===== src/rtl/render_pkg.sv =====
// Shared constants, state encoding and tile helpers
// for the board renderer.
package render_pkg;

  localparam int H_ACTIVE = 640;
  localparam int V_ACTIVE = 480;
  localparam int BOARD_X0 = 120;
  localparam int BOARD_Y0 = 40;
  localparam int TILE     = 100;
  localparam int ADDR_W   = 19;

  localparam logic [3:0] EXP_MAX = 4'd11;

  typedef enum logic [1:0] {
    IDLE,
    PEND,
    CAPT
  } snap_state_e;

  // Which of the four tiles a board-relative offset falls in.
  function automatic logic [1:0] tile_idx(
    input logic [9:0] d
  );
    logic [1:0] r;
    r = 2'd0;
    if (d >= 10'(3 * TILE))
      r = 2'd3;
    else if (d >= 10'(2 * TILE))
      r = 2'd2;
    else if (d >= 10'(TILE))
      r = 2'd1;
    return r;
  endfunction

  // Offset inside the tile selected by tile_idx.
  function automatic logic [9:0] tile_off(
    input logic [9:0] d,
    input logic [1:0] idx
  );
    return d - (10'(idx) * 10'(TILE));
  endfunction

endpackage


===== src/rtl/board_snapshot_sync.sv =====
// Frame-synchronous board capture: requests are only
// honoured at frame end so a frame never mixes boards.
module board_snapshot_sync
  import render_pkg::*;
(
  input  logic        clk,
  input  logic        rst_n,
  input  logic [9:0]  i_h_cnt,
  input  logic [9:0]  i_v_cnt,
  input  logic [63:0] i_board,
  input  logic        i_req,
  output logic        o_ack,
  output logic [63:0] o_snapshot
);

  snap_state_e r_state;
  snap_state_e w_state_nxt;
  logic        w_frame_end;
  logic [63:0] r_snapshot;

  assign w_frame_end =
    (i_v_cnt == 10'(V_ACTIVE)) &&
    (i_h_cnt == 10'd0);

  assign o_snapshot = r_snapshot;

  // State register.
  always_ff @(posedge clk) begin
    if (!rst_n)
      r_state <= IDLE;
    else
      r_state <= w_state_nxt;
  end

  // Next state; ack is high only while in CAPT.
  always_comb begin
    w_state_nxt = r_state;
    o_ack       = 1'b0;
    unique case (r_state)
      IDLE: begin
        if (i_req)
          w_state_nxt = PEND;
      end
      PEND: begin
        if (!i_req)
          w_state_nxt = IDLE;
        else if (w_frame_end)
          w_state_nxt = CAPT;
      end
      CAPT: begin
        o_ack       = 1'b1;
        w_state_nxt = IDLE;
      end
      default: w_state_nxt = IDLE;
    endcase
  end

  // Snapshot loads only in CAPT, i.e. in vertical blank.
  always_ff @(posedge clk) begin
    if (!rst_n)
      r_snapshot <= '0;
    else if (r_state == CAPT)
      r_snapshot <= i_board;
  end

endmodule


===== src/rtl/board_render_ctrl.sv =====
// Per-pixel ROM address generation and output mux,
// aligned to a 1-cycle ROM read latency.
module board_render_ctrl
  import render_pkg::*;
(
  input  logic              clk,
  input  logic              rst_n,
  input  logic [9:0]        h_cnt,
  input  logic [9:0]        v_cnt,
  input  logic              valid,
  input  logic [63:0]       board_in,
  input  logic              board_req,
  output logic              board_ack,
  output logic [ADDR_W-1:0] pixel_addr,
  input  logic [11:0]       signal0,
  input  logic [11:0]       signal1,
  input  logic [11:0]       signal2,
  input  logic [11:0]       signal3,
  input  logic [11:0]       signal4,
  input  logic [11:0]       signal5,
  input  logic [11:0]       signal6,
  input  logic [11:0]       signal7,
  input  logic [11:0]       signal8,
  input  logic [11:0]       signal9,
  input  logic [11:0]       signal10,
  input  logic [11:0]       signal11,
  output logic [11:0]       pixel_rgb
);

  logic [63:0]       w_snapshot;
  logic              w_in_board;
  logic [9:0]        w_dx;
  logic [9:0]        w_dy;
  logic [1:0]        w_col;
  logic [1:0]        w_row;
  logic [9:0]        w_tx;
  logic [9:0]        w_ty;
  logic [3:0]        w_exp_raw;
  logic [3:0]        w_exp;
  logic [ADDR_W-1:0] w_tile_addr;
  logic [ADDR_W-1:0] w_scr_addr;
  logic [ADDR_W-1:0] w_addr;
  logic [3:0]        w_sel;
  logic [11:0]       w_rgb;

  logic [3:0]        r_sel_d1;
  logic              r_valid_d1;
  logic [3:0]        r_sel_d2;
  logic              r_valid_d2;

  board_snapshot_sync u_snap (
    .clk        (clk),
    .rst_n      (rst_n),
    .i_h_cnt    (h_cnt),
    .i_v_cnt    (v_cnt),
    .i_board    (board_in),
    .i_req      (board_req),
    .o_ack      (board_ack),
    .o_snapshot (w_snapshot)
  );

  assign w_in_board =
    (h_cnt >= 10'(BOARD_X0)) &&
    (h_cnt <  10'(BOARD_X0 + 4 * TILE)) &&
    (v_cnt >= 10'(BOARD_Y0)) &&
    (v_cnt <  10'(BOARD_Y0 + 4 * TILE));

  assign w_dx  = h_cnt - 10'(BOARD_X0);
  assign w_dy  = v_cnt - 10'(BOARD_Y0);
  assign w_col = tile_idx(w_dx);
  assign w_row = tile_idx(w_dy);
  assign w_tx  = tile_off(w_dx, w_col);
  assign w_ty  = tile_off(w_dy, w_row);

  assign w_exp_raw =
    w_snapshot[{w_row, w_col, 2'b00} +: 4];
  assign w_exp =
    (w_exp_raw > EXP_MAX) ? EXP_MAX : w_exp_raw;

  assign w_tile_addr =
    ADDR_W'(w_ty) * ADDR_W'(TILE) +
    ADDR_W'(w_tx);

  // v*640 as two shifts avoids a multiplier.
  assign w_scr_addr =
    (ADDR_W'(v_cnt) << 9) +
    (ADDR_W'(v_cnt) << 7) +
    ADDR_W'(h_cnt);

  // Occupied tile cells read the tile image, else background.
  always_comb begin
    w_addr = w_scr_addr;
    w_sel  = 4'd0;
    if (w_in_board && (w_exp != 4'd0)) begin
      w_addr = w_tile_addr;
      w_sel  = w_exp;
    end
  end

  // S1: address to ROM, selection travels alongside.
  always_ff @(posedge clk) begin
    if (!rst_n) begin
      pixel_addr <= '0;
      r_sel_d1   <= 4'd0;
      r_valid_d1 <= 1'b0;
    end else begin
      pixel_addr <= w_addr;
      r_sel_d1   <= w_sel;
      r_valid_d1 <= valid;
    end
  end

  // S2: selection aligned with ROM data.
  always_ff @(posedge clk) begin
    if (!rst_n) begin
      r_sel_d2   <= 4'd0;
      r_valid_d2 <= 1'b0;
    end else begin
      r_sel_d2   <= r_sel_d1;
      r_valid_d2 <= r_valid_d1;
    end
  end

  // Pick the ROM output that owns this pixel.
  always_comb begin
    w_rgb = 12'h000;
    case (r_sel_d2)
      4'd0:    w_rgb = signal0;
      4'd1:    w_rgb = signal1;
      4'd2:    w_rgb = signal2;
      4'd3:    w_rgb = signal3;
      4'd4:    w_rgb = signal4;
      4'd5:    w_rgb = signal5;
      4'd6:    w_rgb = signal6;
      4'd7:    w_rgb = signal7;
      4'd8:    w_rgb = signal8;
      4'd9:    w_rgb = signal9;
      4'd10:   w_rgb = signal10;
      4'd11:   w_rgb = signal11;
      default: w_rgb = 12'h000;
    endcase
  end

  // S3: registered colour, black outside active video.
  always_ff @(posedge clk) begin
    if (!rst_n)
      pixel_rgb <= 12'h000;
    else if (r_valid_d2)
      pixel_rgb <= w_rgb;
    else
      pixel_rgb <= 12'h000;
  end

endmodule


===== config.mk =====
export PLATFORM = sky130hd
export DESIGN_NAME = board_render_ctrl
export DESIGN_NICKNAME = d
export VERILOG_FILES = /design/src/rtl/render_pkg.sv /design/src/rtl/board_snapshot_sync.sv /design/src/rtl/board_render_ctrl.sv
export SDC_FILE = /design/constraint.sdc
export NUM_CORES = 1
export LEC_CHECK = 0
export ABC_CLOCK_PERIOD_IN_PS = 9900
export BUFFER_PORTS_ARGS = -buffer_cell sky130_fd_sc_hd__buf_4
export CAP_MARGIN = 5
export CORE_MARGIN = 1.5
export CORE_UTILIZATION = 45
export CTS_CLUSTER_SIZE = 8
export DETAILED_ROUTE_END_ITERATION = 8
export GPL_ROUTABILITY_DRIVEN = 0
export HOLD_SLACK_MARGIN = 0.1
export PLACE_DENSITY = 0.72
export SLEW_MARGIN = 10
export SYNTH_ARGS = -nofsm -noshare
export SYNTH_HDL_FRONTEND = slang
export SYNTH_SLANG_ARGS = --single-unit

===== constraint.sdc =====
create_clock -name clk -period 9.9 [get_ports clk]
set_input_delay 2.97 -clock clk [delete_from_list [all_inputs] [get_ports clk]]
set_output_delay 2.97 -clock clk [all_outputs]
set_load 0.03 [all_outputs]

==> reports/summary.txt <==
Rows = 48
Final max-slew violation count = 0
Async SR Flop Fraction = 0%
Final worst-path setup slack = 783 ps
Reg2Reg Depth = 7
Achievable clock frequency = 110 MHz
Final setup fails = 0
Drt pass-1 iters = 6
Non-Filler Instances = 1429
WL/cell = 18.9 um
Slew @ Worst Pin = 1220 ps
Global-route wire length before repair = 40600 um
Syn nets = 1286
Yosys reg bits = 107
RSZ-0062 raised after global routing = no
Postcts setup bufs = 0
Worst IR drop on VDD = 0.000212 V
Clk pin slew, worst setup/hold paths = 90 ps
Clk buf depth = 2
Worst path bufs/invs = 6
Final hold violation count = 0
Slowest-stage cell, CP = fa_1
Vias in the first global route = 7787
Setup_tns = 0 ps
DR vias/cell = 5.73
Layout cells sized above 1 = 26.8%
Initial DRC Count = 642
Worst Skew = 11.2 ps
Clock sinks = 107
Top Ports = 264
Sequential area share after synthesis = 26.9%
Syn. warnings = 0
Hold Path Class = register to register
Worst setup EP type = register
Total CTS buffers = 9
Gate Count Post-Synth = 965
CP max stage delay = 490 ps
Rel. slew slack = 18.1%
Hold Path Stages = 1
Top cell type by total area after synthesis = dfxtp_1
Most used cell, CP = ha_1
Antenna Cells = 0
Die ar. = 18500 sq um
Critical path class = primary input to register
# DRC = 0
Mapped Area = 7950 sq um
Initial antenna violation count = 0
Pwr/cell area = 223 nW/um^2
Max FO, Critical Path = 10
Hold buffers post-CTS = 0
CTS root buffer = clkbuf_16
Commonest cells after routing, fill and taps aside = buf_4, nand2_1, dfxtp_1
GRT Resource Usage Total = 28.5%
Static leakage = 4.58 nW
Area share of the largest cell type after synthesis = 26.9%
Die width = 136 um
Post_cts resized = 0
Starting Density = 46.0%
Max cap viols = 0
Delay-heaviest family, CP = adder cells
Finished Cell Area = 10400 sq um
Period utilization = 92.1%
Crit path launch type = primary input
Core area = 17300 sq um
Setup WS pre-CTS = 490 ps
Final wirelength = 27000 um
Area Overhead vs Synth = 30.9%
Synth top area cells = dfxtp_1, ha_1, nand2_1
Synth Area per Inst = 8.24 sq um
Most common cell after layout, fill and taps aside = buf_4
Layout Nets = 1520
Worst Path Arrival = 9370 ps
Req. time, crit path = 10150 ps
CTS tree = done
Routed Antenna Nets = 0
Clock Latency Late Sink = 380 ps
Status = finished, final reports clean
Minimum clock period = 9120 ps
Via count = 8186
Worst R2R Setup Slack = 7470 ps
Post-synth top flop = dfxtp_1
Post-synthesis cell type count = 84
WP depth = 29
CTS H-tree lvls = 3
Largest net degree at the start of global routing = 66
Die Ht = 136 um
Hpwl dp = 21100 um
Number of synthesized flops with an enable pin = 0
IO Port Bufs = 263
Placed Cells = 1413
Total grt overflow = 0
Post-DP Area = 10100 sq um
-- through the flow --
step | utilization, % | hold slack (ps) | power, mW
floorplan | - | 412 | 1.54
global placement | 58.3 | 418 | 1.87
detailed placement | 58.3 | 420 | 1.89
CTS | 60.2 | 431 | 2.31
global route | 60.2 | 458 | 2.50
finish | 60.2 | 428 | 2.32
-- worst paths after layout --
path / from / endpoint
worst min register to register: r_valid_d1$_SDFF_PN0_ / r_valid_d2$_SDFF_PN0_
worst max register to register: u_snap.o_snapshot[37]$_SDFFE_PN0P_ / pixel_addr[12]$_SDFF_PN0_
worst min-delay path: r_valid_d1$_SDFF_PN0_ / r_valid_d2$_SDFF_PN0_
worst max-delay path: v_cnt[3] / pixel_addr[16]$_SDFF_PN0_
-- per-layer routing --
layer  part of all wire [%]  GRT usage [%]  wire length, um
met5                      0              0                0
met2                     47           48.7            12800
met4                    3.3           12.2              903
met3                    7.5           4.74             2020
met1                     42           35.4            11300
-- power breakdown --
part / internal [mW] / switching [mW]
Sequential: 0.453 / 0.00630
Combinational: 0.635 / 0.824
Clock: 0.207 / 0.196
Total: 1.29 / 1.03
-- sequential cells by signal (all words and copies together) (netlist names) --
name,flops
r_valid_d1,1
u_snap.o_snapshot,64
pixel_addr,19
pixel_rgb,12
r_sel_d2,4
r_valid_d2,1
r_sel_d1,4
u_snap.r_state,2
-- synth_stat cells (12+ instances only) --
| library cell | number |
|---|---|
| a21o_1 | 12 |
| a21oi_1 | 90 |
| a221oi_1 | 38 |
| a22o_1 | 36 |
| a31oi_1 | 15 |
| and2_1 | 13 |
| clkbuf_1 | 37 |
| dfxtp_1 | 107 |
| ha_1 | 79 |
| inv_1 | 42 |
| mux2i_1 | 19 |
| nand2_1 | 173 |
| nand2b_1 | 12 |
| nor2_1 | 30 |
| nor3_1 | 20 |
| o21ai_0 | 23 |
| xnor2_1 | 26 |
| xor2_1 | 16 |
-- cell families (layout without fill, tap and decap cells) --
| kind of cell | Yosys count | in the layout | synth area share (%) |
|---|---|---|---|
| flip-flops | 107 | 107 | 26.9 |
| multiplexers | 21 | 21 | 2.72 |
| buffers and inverters | 96 | 335 | 5.00 |
| adder cells (fa/ha/maj) | 89 | 89 | 14.9 |
| AND/OR/NAND/NOR | 308 | 308 | 18.1 |
| AO/OA/AOI/OAI | 300 | 300 | 27.1 |
| XOR/XNOR | 44 | 44 | 5.18 |
-- layout make-up --
type	instances	area, sq um
multi-input cells	762	5440
inverters	49	184
repair buffers	270	2030
well taps	225	282
flip-flops and latches	107	2140
fillers	1604	6890
clock buffers	9	225
clock inverters	7	105
(Power assumes the default switching activity.)
